**src/rtl/movement_executor.sv**
```systemverilog
// Differential-drive motion executor: latches one command, drives both motors
// for a fixed number of prescaled ticks with PWM-gated enables, then pulses done.
module movement_executor #(
  parameter int CLK_DIV    = 16,
  parameter int MOVE_TICKS = 8,
  parameter int DUTY       = 12
) (
  input  logic       clk,
  input  logic       rst,
  input  logic [3:0] movement_sel,
  output logic       motor_l_en,
  output logic       motor_l_dir,
  output logic       motor_r_en,
  output logic       motor_r_dir,
  output logic       busy,
  output logic       done,
  output logic       cmd_err
);

  typedef enum logic [1:0] {IDLE = 2'd0, RUN = 2'd1, DONE = 2'd2} state_t;

  localparam logic [15:0] PRESC_MAX = 16'(CLK_DIV - 1);
  localparam logic [7:0]  TICK_MAX  = 8'(MOVE_TICKS - 1);
  localparam logic [4:0]  DUTY_C    = 5'(DUTY);

  state_t     state;
  logic [3:0] cmd_q;
  logic [15:0] presc;
  logic [7:0] tick;
  logic [3:0] pwm_cnt;
  logic [3:0] pwm_nxt;

  assign pwm_nxt = pwm_cnt + 4'd1;

  // {l_dir, r_dir} for each legal command code
  function automatic logic [1:0] dir_of(input logic [3:0] c);
    case (c)
      4'd1:    return 2'b11;
      4'd2:    return 2'b00;
      4'd3:    return 2'b10;
      4'd4:    return 2'b01;
      default: return 2'b00;
    endcase
  endfunction

  always_ff @(posedge clk or posedge rst) begin
    if (rst) begin
      state       <= IDLE;
      cmd_q       <= 4'd0;
      presc       <= 16'd0;
      tick        <= 8'd0;
      pwm_cnt     <= 4'd0;
      motor_l_en  <= 1'b0;
      motor_r_en  <= 1'b0;
      motor_l_dir <= 1'b0;
      motor_r_dir <= 1'b0;
      busy        <= 1'b0;
      done        <= 1'b0;
      cmd_err     <= 1'b0;
    end else begin
      done    <= 1'b0;
      cmd_err <= 1'b0;
      case (state)
        IDLE: begin
          motor_l_en <= 1'b0;
          motor_r_en <= 1'b0;
          busy       <= 1'b0;
          if (movement_sel inside {[4'd1:4'd4]}) begin
            // Outputs are loaded on the entry edge so RUN cycle 0 already drives
            state      <= RUN;
            cmd_q      <= movement_sel;
            presc      <= 16'd0;
            tick       <= 8'd0;
            pwm_cnt    <= 4'd0;
            busy       <= 1'b1;
            motor_l_en <= (5'd0 < DUTY_C);
            motor_r_en <= (5'd0 < DUTY_C);
            {motor_l_dir, motor_r_dir} <= dir_of(movement_sel);
          end else if (movement_sel != 4'd0) begin
            cmd_err <= 1'b1;
          end
        end
        RUN: begin
          pwm_cnt    <= pwm_nxt;
          motor_l_en <= ({1'b0, pwm_nxt} < DUTY_C);
          motor_r_en <= ({1'b0, pwm_nxt} < DUTY_C);
          {motor_l_dir, motor_r_dir} <= dir_of(cmd_q);
          if (presc == PRESC_MAX) begin
            presc <= 16'd0;
            if (tick == TICK_MAX) begin
              state      <= DONE;
              busy       <= 1'b0;
              done       <= 1'b1;
              motor_l_en <= 1'b0;
              motor_r_en <= 1'b0;
            end else begin
              tick <= tick + 8'd1;
            end
          end else begin
            presc <= presc + 16'd1;
          end
        end
        DONE: begin
          state      <= IDLE;
          busy       <= 1'b0;
          motor_l_en <= 1'b0;
          motor_r_en <= 1'b0;
        end
        default: begin
          state      <= IDLE;
          busy       <= 1'b0;
          motor_l_en <= 1'b0;
          motor_r_en <= 1'b0;
        end
      endcase
    end
  end

endmodule

```
**config.mk**
```make
export PLATFORM = sky130hd
export DESIGN_NAME = movement_executor
export DESIGN_NICKNAME = d
export VERILOG_FILES = /design/src/rtl/movement_executor.sv
export SDC_FILE = /design/constraint.sdc
export NUM_CORES = 1
export LEC_CHECK = 0
export ABC_AREA = 1
export ABC_CLOCK_PERIOD_IN_PS = 1930
export CORE_MARGIN = 2
export CORE_UTILIZATION = 59
export DETAILED_ROUTE_END_ITERATION = 6
export PLACE_DENSITY = 0.79
export SLEW_MARGIN = 20
export SYNTH_ARGS = -nofsm -noshare
export SYNTH_HDL_FRONTEND = slang
export SYNTH_SLANG_ARGS = --single-unit
```
**constraint.sdc**
```tcl
create_clock -name clk -period 1.93 [get_ports clk]
set_clock_uncertainty 0.2 [all_clocks]
set_input_delay 0.386 -clock clk [delete_from_list [all_inputs] [get_ports clk]]
set_output_delay 0.386 -clock clk [all_outputs]
set_load 0.05 [all_outputs]
```
# Yosys cells after proc, flatten, opt, wreduce, memory -nomap -nowiden

Cells that the tools add are included.

Eq/ne operators: 13
Reductions and logical operators: 9
Add/sub/neg operators: 3
Order comparisons: 3
Mux-type cells: 32

Operator list:

| operator                                                           | number |
|---|---|
| 2-to-1 mux 16 bit                                                  | 2 |
| case mux 16 bit (2 select lines)                                   | 1 |
| 2-to-1 mux 8 bit                                                   | 3 |
| adder 16 x 1 -> 16 bit (second input constant)                     | 1 |
| == test 16 x 4 -> 1 bit (second input constant)                    | 1 |
| case mux 8 bit (2 select lines)                                    | 1 |
| 2-to-1 mux 1 bit                                                   | 13 |
| case mux 2 bit (3 select lines)                                    | 2 |
| adder 8 x 1 -> 8 bit (second input constant)                       | 1 |
| == test 4 x 1 -> 1 bit (second input constant)                     | 2 |
| == test 4 x 2 -> 1 bit (second input constant)                     | 2 |
| == test 4 x 3 -> 1 bit (second input constant)                     | 2 |
| == test 8 x 3 -> 1 bit (second input constant)                     | 1 |
| inequality test 2 bit (second input constant)                      | 4 |
| case mux 1 bit (2 select lines)                                    | 4 |
| case mux 4 bit (2 select lines)                                    | 1 |
| 2-to-1 mux 2 bit                                                   | 3 |
| AND reduction 2 bit                                                | 3 |
| adder 4 x 1 -> 4 bit (second input constant)                       | 1 |
| greater-or-equal comparator 4 x 1 -> 1 bit (second input constant) | 1 |
| <= comparator 4 x 3 -> 1 bit (second input constant)               | 1 |
| < comparator 4 bit (second input constant)                         | 1 |
| 2-to-1 mux 4 bit                                                   | 1 |
| case mux 2 bit (2 select lines)                                    | 1 |
| other kinds (7)                                                    | 7 |

Bits of input ports: 6
Bits in registers: 40

# Depth between registers and ports, before layout

Gate-level depths: netlist (run 1).

Depth in word-level cells: 5
Depth in mapped cells: 9
Mapped depth without buffers: 9

# Worst setup path after synthesis (run 1)

No wires, ideal clock.

Kind: register -> register
Start point: reg presc[1]
End point: reg state[0]
Data required time: 1.606 ns
Slack: 0.372 ns
Clock period less this slack: 1.558 ns
Cell stages (with the launch flop): 8
Arrival time: 1.234 ns
Cell sequence: dfrtp_1 ha_1 nand3_2 nor2_2 nand2_2 nand2_4 o21ai_2 or2_1

Word-level cells in the longest chain between the ends: 3

RTL lines:

| what                            | line | RTL |
|---|---|---|
| from (decl)                     | 28   | `logic [15:0] presc;` |
| from (signal assigned)          | 100  | `presc <= presc + 16'd1;` |
| == test 16 x 4 -> 1 bit         | 88   | `if (presc == PRESC_MAX) begin` |
| inequality test 2 bit (no line) | -    |  |
| AND reduction 3 bit (no line)   | -    |  |
| to (signal assigned)            | 91   | `state <= DONE;` |
| to (signal assigned)            | 104  | `state <= IDLE;` |
| to (signal assigned)            | 110  | `state <= IDLE;` |
| to (decl)                       | 26   | `state_t state;` |

Every way passes these cells.
A chain may end at the register's enable or synchronous reset.

# Worst setup path in the final report (run 1)

Start point: reg presc[1]
End point: reg presc[4]

Word-level cells in the longest chain between the ends: 3
Elaborated cells between the ends (all ways): 4
Those cells by class: add/sub (1); eq/ne (1); mux (2)

RTL lines:

| what                                                              | line    | RTL |
|---|---|---|
| adder 16 x 1 -> 16 bit or == test 16 x 4 -> 1 bit (tied branches) | 100, 88 |  |
| 2-to-1 mux 16 bit *                                               | 88      |  |
| case mux 16 bit (2 select lines) *                                | 63      | `case (state)` |

Every way passes the cells marked *; elsewhere a longest branch is shown, timed or not.

==> results of run 1 <==
-- logic make-up after synthesis --
family	after synthesis
AND/OR/NAND/NOR	189
AO/OA/AOI/OAI	27
adder cells (fa/ha/maj)	3
flip-flops	40
buffers and inverters	42
XOR/XNOR	6
-- metrics by stage --
step / std cells / setup WS (ns)
after floorplan: 307 / 0.372
after global placement: 369 / -0.0293
after detailed placement: 369 / -0.0874
after CTS: 377 / 0.119
after global routing: 377 / 0.00817
final: 377 / 0.0962
-- flip-flops by register name (all words and copies together) (netlist names) --
name,flops
state,2
motor_r_dir,1
tick,8
cmd_q,4
busy,1
motor_l_dir,1
motor_r_en,1
presc,16
cmd_err,1
done,1
pwm_cnt,4
-- synth_stat cells (2+ instances only) --
library cell | count | area share
nand3_4 | 2 | 0.015
inv_1 | 32 | 0.051
nor2_1 | 34 | 0.054
nor2_2 | 4 | 0.011
o21ai_0 | 15 | 0.032
nand3_1 | 24 | 0.051
nor3_1 | 9 | 0.019
o21bai_1 | 4 | 0.013
nand2_1 | 96 | 0.15
o22ai_2 | 2 | 0.011
o21ai_1 | 2 | 0.0043
nand2_2 | 2 | 0.0053
xor2_1 | 5 | 0.019
nand4_2 | 2 | 0.011
nand2_4 | 3 | 0.014
buf_2 | 2 | 0.0043
nand4_1 | 7 | 0.019
dfrtp_1 | 40 | 0.43
ha_1 | 3 | 0.016
buf_4 | 2 | 0.0064
buf_6 | 2 | 0.0096
-- how the worst max path moves through the flow --
stage | depth (start not counted) | start | to | slack [ns]
floorplan | 7 | presc[1] | state[0] | 0.37
global placement | 10 | movement_sel[0] | tick[2] | -0.03
detailed placement | 10 | movement_sel[1] | tick[1] | -0.09
CTS | 8 | presc[1] | presc[4] | 0.12
global route | 8 | presc[1] | presc[4] | 0.008
finish | 8 | presc[1] | presc[4] | 0.1
-- per-layer routing --
layer / GRT usage / share of wire / routed length, um
met5: 0 / 0 / 0
met1: 0.319 / 0.49 / 2310
met3: 0.0433 / 0.027 / 126
met2: 0.387 / 0.46 / 2180
met4: 0.0765 / 0.014 / 67
-- worst register-to-register path: stages, from the launching register on --
cell and delay, ns:
dfrtp_1 0.39, ha_1 0.22, nand3_2 0.12, nor2_2 0.17, nand2_2 0.14, nand2_4 0.15, inv_1 0.13, nand3_1 0.10
o21ai_0 0.10
-- cell type report --
cell class | instances | area [um2] | area share
multi-input cells | 225 | 1150 | 0.432
clock buffers | 5 | 68.8 | 0.0259
well taps | 48 | 60.1 | 0.0226
flip-flops and latches | 40 | 1000 | 0.376
clock inverters | 3 | 46.3 | 0.0174
inverters | 34 | 133 | 0.0499
repair buffers | 22 | 203 | 0.0762
-- power by group through the flow --
stage	combinational, mW	sequential [mW]	clock [mW]
CTS	0.896	1.27	0.695
detailed placement	0.886	1.28	0
floorplan	0.644	1.30	0
finish	0.891	1.28	0.689
global placement	0.847	1.28	0
global route	1.00	1.31	0.735
==> reports/qor.csv, run 1 <==
metric;value;unit
ir_drop;469;uV
synth_nets;316;
synth_edf_count;0;
fillCellCount;298;
fin_util;0.710;
synth.area.mux_share;0;
core;0.00374;mm2
pwr-share-clk;0.241;
relSlewSlack;0.669;
post_synth_inst_count;307;
dpl_cell_area;0.00254;mm2
final_nets;337;
syn-cell-area;0.00235;mm2
grt_overflow_total;0;
cts_resized;0;
period_minus_slack;1.83;ns
startpoint_type;flop;
status;complete, no violations;
grtUsageTotal;0.237;
netSwitchingFraction;0.372;
synth-simple-area-share;0.378;
synth_compound_area_frac;0.0713;
hpwl;3480;um
crit_chain;ha_1 -> nand3_2 -> nor2_2 -> nand2_2 -> nand2_4 -> inv_1 -> nand3_1 -> o21ai_0;
synthArstFlopShare;1.00;
cellPowerDensity;1070;mW/mm2
clock.fmax;545;MHz
insertion_delay;0.29;ns
drtIter0Drc;132;
power_frac_comb;0.312;
setup_viol;0;
drive_gt1_frac;0.143;
cp_data_arrival_time;1.81;ns
crit_type;reg2reg;
postCtsHoldBufs;0;
post_drt_wl_per_cell;12.4;um
synth_ff_type;dfrtp_1;
period_share;0.950;
first_global_vias;1882;
cts_tree;done;
root_buffer;clkbuf_8;
cts.path.max_buffers;2;
htreeDepth;2;
synth_xor_area_frac;0.0223;
seqPwrFrac;0.447;
syn_avg_cell_area;7.66;um2
synthAdderAreaFrac;0.0160;
yosysSeqAreaShare;0.426;
pin_count;13;
synth_cell_types;36;
rr_worst_depth;8;
hold_viol;0;
synth-seq-cells;40;
r2r_start;presc[1];
die_y;67.1;um
drt_wl_total;4680;um
layout_commonest_cell;nand2_1;
p_sw;1.06;mW
cts_buffers;5;
antenna_cells;0;
worstHoldPathType;in2async;
fp.dieArea;0.00451;mm2
synth_warnings;0;
cts.sinks;40;
clk_pin_slew;0.08;ns
start_util;0.628;
route.detailed.drc;0;
grt_max_degree;41;
design_area;0.00266;mm2
tightestPinTransition;0.493;ns
grt_pass1_wl;8130;um
leakagePower;1.30;nW
final_cell_mix;nand2_1 (96), dfrtp_1 (40), nor2_1 (34);
io_buffer_count;12;
whs;0.250;ns
drv_slew;0;
drv_cap;0;
crit_required;1.90;ns
internal_power;1.79;mW
routed-via-count;1961;
endpoint_kind;flop;
tns;0;ns
ant_nets;0;
timing.rr.end;presc[4];
postCtsSetupBuffers;0;
crit_fanout;8;
antenna_found_initial;0;
die_x;67.1;um
timing.reg2reg.setup_slack;0.1;ns
power;2.86;mW
slowest_delay;0.39;ns
crit_family;simple AND/OR/NAND/NOR gates;
area_growth;13.0;%
rows;22;
first_pass_iters;4;
critPathBufInv;1;
synth_top_family_by_area;simple AND/OR/NAND/NOR gates;
viasPerCell;5.20;
place_congestion;0.879;
slowest_stage;dfrtp_1;
rsz0062_at_grt;no;
Note: power is estimated with default switching activity, not from simulation.
==> run 2, diff against run 1 <==
--- a/config.mk
+++ b/config.mk
@@ -8,9 +8,9 @@
 export ABC_AREA = 1
 export ABC_CLOCK_PERIOD_IN_PS = 1930
 export CORE_MARGIN = 2
-export CORE_UTILIZATION = 59
+export CORE_UTILIZATION = 49
 export DETAILED_ROUTE_END_ITERATION = 6
-export PLACE_DENSITY = 0.79
+export PLACE_DENSITY = 0.67
 export SLEW_MARGIN = 20
 export SYNTH_ARGS = -nofsm -noshare
 export SYNTH_HDL_FRONTEND = slang
==> reports/qor.csv, run 2 (synthesis gave the netlist of run 1 again) <==
metric;value;unit;change
status;complete, no violations;;unchanged
seqPwrFrac;0.478;;was 0.447
route.detailed.drc;0;;unchanged
drv_cap;0;;unchanged
fin_util;0.569;;was 0.710
regMostFlops;presc;;unchanged
cellPowerDensity;1010;mW/mm2;was 1070 mW/mm2
drtIter0Drc;108;;was 132
place_congestion;0.850;;was 0.879
cts.path.max_buffers;2;;unchanged
cts_tree;done;;unchanged
cp_data_arrival_time;1.72;ns;was 1.81 ns
io_buffer_count;12;;unchanged
largest_reg_flops;16;;unchanged
fp.dieArea;0.00537;mm2;was 0.00451 mm2
endpoint_kind;flop;;unchanged
die_x;73.3;um;was 67.1 um
crit_fanout;8;;unchanged
wl_met3;179;um;was 126 um
tns;0;ns;unchanged
grt_max_degree;41;;unchanged
drv_slew;0;;unchanged
layout_commonest_cell;nand2_1;;unchanged
routed-via-count;1941;;was 1961
ant_nets;0;;unchanged
root_buffer;clkbuf_8;;unchanged
clk_pin_slew;0.08;ns;about the same
first_pass_iters;4;;unchanged
power_frac_comb;0.306;;was 0.312
area_growth;12.7;%;was 13.0%
dp_slack;-0.0419;ns;was -0.0874 ns
ir_drop;580;uV;was 469 uV
fin_ws;0.176;ns;was 0.0962 ns
period_minus_slack;1.75;ns;was 1.83 ns
postCtsSetupBuffers;0;;unchanged
core;0.00466;mm2;was 0.00374 mm2
final_cell_mix;nand2_1 (96), dfrtp_1 (40), nor2_1 (34);;unchanged
rsz0062_at_grt;no;;unchanged
final_nets;338;;was 337
htreeDepth;2;;unchanged
power;2.69;mW;was 2.86 mW
largestRegisters;presc: 16 flops, tick: 8 flops;;unchanged
clock.fmax;570;MHz;was 545 MHz
post_drt_wl_per_cell;12.2;um;was 12.4 um
tightestPinTransition;0.457;ns;was 0.493 ns
antenna_cells;0;;unchanged
period_share;0.909;;was 0.950
setup_viol;0;;unchanged
wl_met1;2280;um;was 2310 um
pwr-share-clk;0.216;;was 0.241
top_layer;met4;;unchanged
crit_type;reg2reg;;unchanged
final_cells;384;;was 377
netSwitchingFraction;0.377;;was 0.372
grtUsageTotal;0.197;;was 0.237
drt_wl_total;4690;um;was 4680 um
worstHoldPathType;in2async;;unchanged
postCtsHoldBufs;0;;unchanged
crit_required;1.90;ns;about the same
viasPerCell;5.05;;was 5.20
pin_count;13;;unchanged
cts.sinks;40;;unchanged
relSlewSlack;0.693;;was 0.669
dpl_cell_area;0.00256;mm2;was 0.00254 mm2
antenna_found_initial;0;;unchanged
rows;25;;was 22
drive_gt1_frac;0.145;;was 0.143
start_util;0.505;;was 0.628
design_area;0.00265;mm2;was 0.00266 mm2
hold_viol;0;;unchanged
insertion_delay;0.29;ns;about the same
first_global_vias;1862;;was 1882
cts_resized;0;;unchanged
met2_wirelength;2140;um;was 2180 um
hpwl;3380;um;was 3480 um
internal_power;1.68;mW;was 1.79 mW
dp.cells;376;;was 369
grt_overflow_total;0;;unchanged
whs;0.260;ns;was 0.250 ns
startpoint_type;flop;;unchanged
die_y;73.3;um;was 67.1 um
p_sw;1.01;mW;was 1.06 mW
grt_pass1_wl;8210;um;was 8130 um
leakagePower;1.29;nW;was 1.30 nW
cts_buffers;5;;unchanged
run 2: cell count changes in the layout (fill, tap and decap cells not counted), sizes merged:
cell	change
buf	+1
inv	-1
clkinv	+2
bufinv	-1
clkinvlp	-1
clkbuf	+1
run 2: worst paths after layout:
check                            start          end  slack, ns  cells after the start
min in group clk           motor_l_dir  motor_l_dir       0.28                      2
max in group asynchronous          rst         busy       1.07                      3
hold / removal                     rst   pwm_cnt[1]       0.26                      3
setup / recovery              presc[1]     state[0]       0.18                      7
hold reg to reg            motor_l_dir  motor_l_dir       0.28                      2
setup reg to reg              presc[1]     state[0]       0.18                      7
run 2: per-layer routing:
metal / vias to the layer above / GRT usage
li1: 1016 / -
met1: 882 / 0.270
met2: 35 / 0.307
met3: 8 / 0.0357
met4: 0 / 0.0844
met5: - / 0
run 2: layout make-up:
type                       count  area, um2
multi-input combinational    225       1150
sequential                    40       1000
timing repair buffer          23        210
clock buffer                   6       82.6
tap                           54       67.6
fill                         431       2010
inverter                      34        133
clock inverter                 2       10.0
run 2: power by group through the flow:
stage | logic, mW | clock network, mW | registers, mW
after floorplan | 0.644 | 0 | 1.30
after global placement | 0.820 | 0 | 1.29
after detailed placement | 0.824 | 0 | 1.30
after CTS | 0.830 | 0.592 | 1.28
after global routing | 0.952 | 0.627 | 1.32
final | 0.823 | 0.579 | 1.28
run 2: critical path: stages (launching register included):
cell and delay, ns:
dfrtp_1 0.38, ha_1 0.21, nand3_2 0.12, nor2_2 0.13, nand2_2 0.13, nand2_4 0.16, o21ai_2 0.09, or2_1 0.22
==> RTL change 1, RTL diff (flow settings as in run 1) <==
Put one more register stage on the output `cmd_err`, cleared by the reset. The value now appears one clock later. The other outputs are not delayed to match.
--- a/src/rtl/movement_executor.sv
+++ b/src/rtl/movement_executor.sv
@@ -23,4 +23,6 @@
   localparam logic [7:0]  TICK_MAX  = 8'(MOVE_TICKS - 1);
   localparam logic [4:0]  DUTY_C    = 5'(DUTY);
+
+  logic cmd_err_s0;
 
   state_t     state;
@@ -57,8 +59,8 @@
       busy        <= 1'b0;
       done        <= 1'b0;
-      cmd_err     <= 1'b0;
+      cmd_err_s0  <= 1'b0;
     end else begin
       done    <= 1'b0;
-      cmd_err <= 1'b0;
+      cmd_err_s0 <= 1'b0;
       case (state)
         IDLE: begin
@@ -78,5 +80,5 @@
             {motor_l_dir, motor_r_dir} <= dir_of(movement_sel);
           end else if (movement_sel != 4'd0) begin
-            cmd_err <= 1'b1;
+            cmd_err_s0 <= 1'b1;
           end
         end
@@ -117,4 +119,12 @@
   end
 
+  always_ff @(posedge clk or posedge rst) begin
+    if (rst) begin
+      cmd_err <= '0;
+    end else begin
+      cmd_err <= cmd_err_s0;
+    end
+  end
+
 endmodule
 
Check against the original RTL: not equivalent (a bounded check fails within 4 cycles, from zero or initial values and one cycle with rst high).
==> RTL change 1 against run 1 <==
Sequential cell count up 1; worst setup slack better by 0.089 ns; synthesized cell count rose by 0.33%; final area is 1.6% higher; power barely moved; area after synthesis grew 1.1%; non-clock buffer count unchanged; routed wire length rose by 1.2%; utilization shrank 2.5 points; highest routed layer unchanged; sequential share of layout area increased by 0.35 points.
==> RTL change 1: results <==
metrics = {
    "global_route": {
        "grt_pass1_vias": 1968,
        "grt_use_met3_pct": 4.83,
        "use_met1_pct": 28.2,
        "grt_max_degree": 42,
        "grt_pass1_wl_um": 8190,
        "grt.total_usage_pct": 24.0,
        "met2_usage_pct": 41.8,
    },
    "power": {
        "sw_frac_of_total_pct": 35.8,
        "p_int_mw": 1.83,
        "power.leakage_nw": 1.32,
        "comb-power_mw": 0.841,
        "p_seq_mw": 1.30,
        "ir_drop_mv": 0.561,
    },
    "critical_path": {
        "critPathMaxFanout": 8,
        "cp_data_arrival_time_ns": 1.73,
        "worstReg2RegEnd": "state[0]",
        "startpoint": "presc[1]",
        "reg2reg_depth": 7,
        "cp_slowest_cell": "dfrtp_1",
        "cpPeakStageDelay_ns": 0.37,
        "r2r_slack_ns": 0.18,
    },
    "clock_network": {
        "cts_max_path_buffers": 2,
        "cts_made_buffers": 5,
    },
    "sta": {
        "period_minus_slack_ns": 1.75,
        "timing.hold.ws_ns": 0.165,
        "max_slew_margin_pct": 68.6,
    },
    "detailed_routing": {
        "highest_layer": "met4",
        "dr_wl_met3_um": 142,
        "dr.pass1.iters": 4,
        "wl_met2_um": 2380,
        "via_count": 2040,
        "wirelength_um": 4740,
        "drtIter0Drc": 91,
        "m1WireLength_um": 2080,
    },
    "place": {
        "dp_slack_ns": -0.113,
        "place.gp.congestion": 0.884,
        "dp_cells": 372,
        "io_buffer_count": 12,
        "post_dp_cell_area_um2": 2580,
        "dpl.hpwl_um": 3470,
    },
    "layout": {
        "seqCellArea_um2": 1030,
        "nFillCells": 333,
        "final_nets": 338,
        "fin_cells": 380,
        "drive_gt1_share_pct": 13.9,
    },
    "hold_path": {
        "min_to": "cmd_err",
        "hp-start": "cmd_err_s0",
        "hold-path-cell-count": 0,
        "hp-class": "reg -> reg",
    },
    "synthesis": {
        "syn_area_per_cell_um2": 7.72,
        "synth_common_cells": "96 x nand2_1, 41 x dfrtp_1, 34 x nor2_1",
        "synth_area_leaders": "dfrtp_1 43%, nand2_1 15%, nor2_1 5.4%",
        "synth_nets": 317,
        "synth_seq_area_share_pct": 43.2,
    },
    "status": {
        "status": "finished, final reports clean",
    },
}
RTL change 1: cell count changes in the layout (fill, tap and decap cells not counted), sizes merged:
| cell | run 1 | this run |
|---|---|---|
| clkbuf | 5 | 7 |
| clkinvlp | 1 | 0 |
| dfrtp | 40 | 41 |
| inv | 35 | 34 |
RTL change 1: layout make-up:
type | count | share of cell area (%)
clock buffer | 7 | 3.20
tap | 50 | 2.32
sequential | 41 | 38.0
timing repair buffer | 22 | 7.97
clock inverter | 1 | 1.11
multi-input combinational | 225 | 42.5
inverter | 34 | 4.91
RTL change 1: cells by family (layout without fill, tap and decap cells):
| group | Yosys count | in the layout | share of synthesized area [%] |
|---|---|---|---|
| flip-flops | 41 | 41 | 43.2 |
| XOR/XNOR | 6 | 6 | 2.21 |
| AND/OR/NAND/NOR | 189 | 189 | 37.4 |
| adder cells (fa/ha/maj) | 3 | 3 | 1.58 |
| AO/OA/AOI/OAI | 27 | 27 | 7.05 |
| buffers and inverters | 42 | 64 | 8.58 |
==> RTL change 2, RTL diff (settings of run 1) <==
Made on the original files. `DUTY`: 12 -> 6.
--- a/src/rtl/movement_executor.sv
+++ b/src/rtl/movement_executor.sv
@@ -4,5 +4,5 @@
   parameter int CLK_DIV    = 16,
   parameter int MOVE_TICKS = 8,
-  parameter int DUTY       = 12
+  parameter int DUTY       = 6
 ) (
   input  logic       clk,
Behaviour: not the same (Yosys sat finds a counterexample within 10 cycles, from zero or initial values and one cycle with rst high).
==> RTL change 2 against run 1 <==
Sequential cell count did not move; routed wire length rose by 2.7%; area after synthesis shrank 1.9%; critical path type unchanged; count of clock-buffer cells in the layout up 1; worst setup slack better by 0.080 ns; final area decreased by 2.5%; via count is 2.3% higher.
Power is not compared: it rests on default switching activity, and its combinational part moved more than twofold at a synthesized area within 25%.
==> RTL change 2: results <==
metrics = {
    "synthesis": {
        "synth_seq_area_share_pct": 43.4,
        "synth_fa_ha_area_share_pct": 1.63,
        "syn_inst": 308,
        "ys_types": 31,
        "synth_nets": 317,
        "synth_compound_area_share_pct": 7.38,
        "synthXorXnorAreaFrac_pct": 2.28,
        "synth_area_leaders": "dfrtp_1 43%, nand2_1 16%, nand3_1 5.4%",
        "synth_common_cells": "98 x nand2_1, 40 x dfrtp_1, 33 x inv_1",
    },
    "critical_path": {
        "crit_type": "reg -> reg",
        "cpPeakStageDelay_ns": 0.37,
        "r2r_slack_ns": 0.18,
        "worstReg2RegEnd": "tick[1]",
    },
    "sta": {
        "fmax_ghz": 0.570,
        "tightest_slew_ns": 0.421,
    },
    "layout": {
        "final_nets": 338,
        "drive_gt1_share_pct": 12.5,
        "nFillCells": 320,
    },
    "place": {
        "dp_slack_ns": -0.0573,
        "dpl.hpwl_um": 3570,
        "place.gp.congestion": 0.854,
        "dp_cells": 370,
        "post_dp_cell_area_um2": 2510,
    },
    "clock_network": {
        "cts_max_path_buffers": 2,
        "clk_pin_slew_worst_paths_ns": 0.08,
    },
    "global_route": {
        "met2_usage_pct": 42.6,
        "use_met1_pct": 34.2,
        "grt_pass1_vias": 1913,
        "grt_use_met3_pct": 5.07,
        "grt_pass1_wl_um": 8600,
    },
    "detailed_routing": {
        "viasPerCell": 5.32,
        "dr_wl_met3_um": 180,
        "m1WireLength_um": 2180,
        "wirelength_um": 4810,
        "drtIter0Drc": 113,
        "wl_per_cell_um": 12.8,
        "wl_met2_um": 2370,
    },
    "status": {
        "status": "finished, final reports clean",
    },
    "power": {
        "ir_drop_mv": 0.448,
    },
}
-- RTL change 2: changes by cell type in the layout (fill, tap and decap cells not counted), moves of 2 or more --
cell	delta
nor4_1	+2
nor2_1	-3
nand4_2	-2
o22ai_2	-2
inv_6	-2
buf_4	-2
o21ai_0	+3
nand4_1	+3
nor3_2	+2
nor3_1	-4
inv_2	+3
o22ai_1	+2
nand2_1	+2
-- RTL change 2: power breakdown --
part / internal [mW] / switching, mW / total, mW
combinational: 0.0192 / 0.0265 / 0.0457
clock: 0.246 / 0.285 / 0.531
sequential: 0.837 / 0 / 0.837
-- RTL change 2: what timing repair did --
item | in CTS | in global routing
endpoints found under the setup margin | 0 | 1
endpoints found under the hold margin | 0 | 0
hold buffers | 0 | 0
resized for setup | 0 | 1
-- RTL change 2: cell type report --
cell class	count	area share [%]
sequential	40	38.6
inverter	37	5.36
tap	48	2.32
clock inverter	1	0.193
timing repair buffer	20	7.24
clock buffer	6	2.80
multi-input combinational	225	43.5
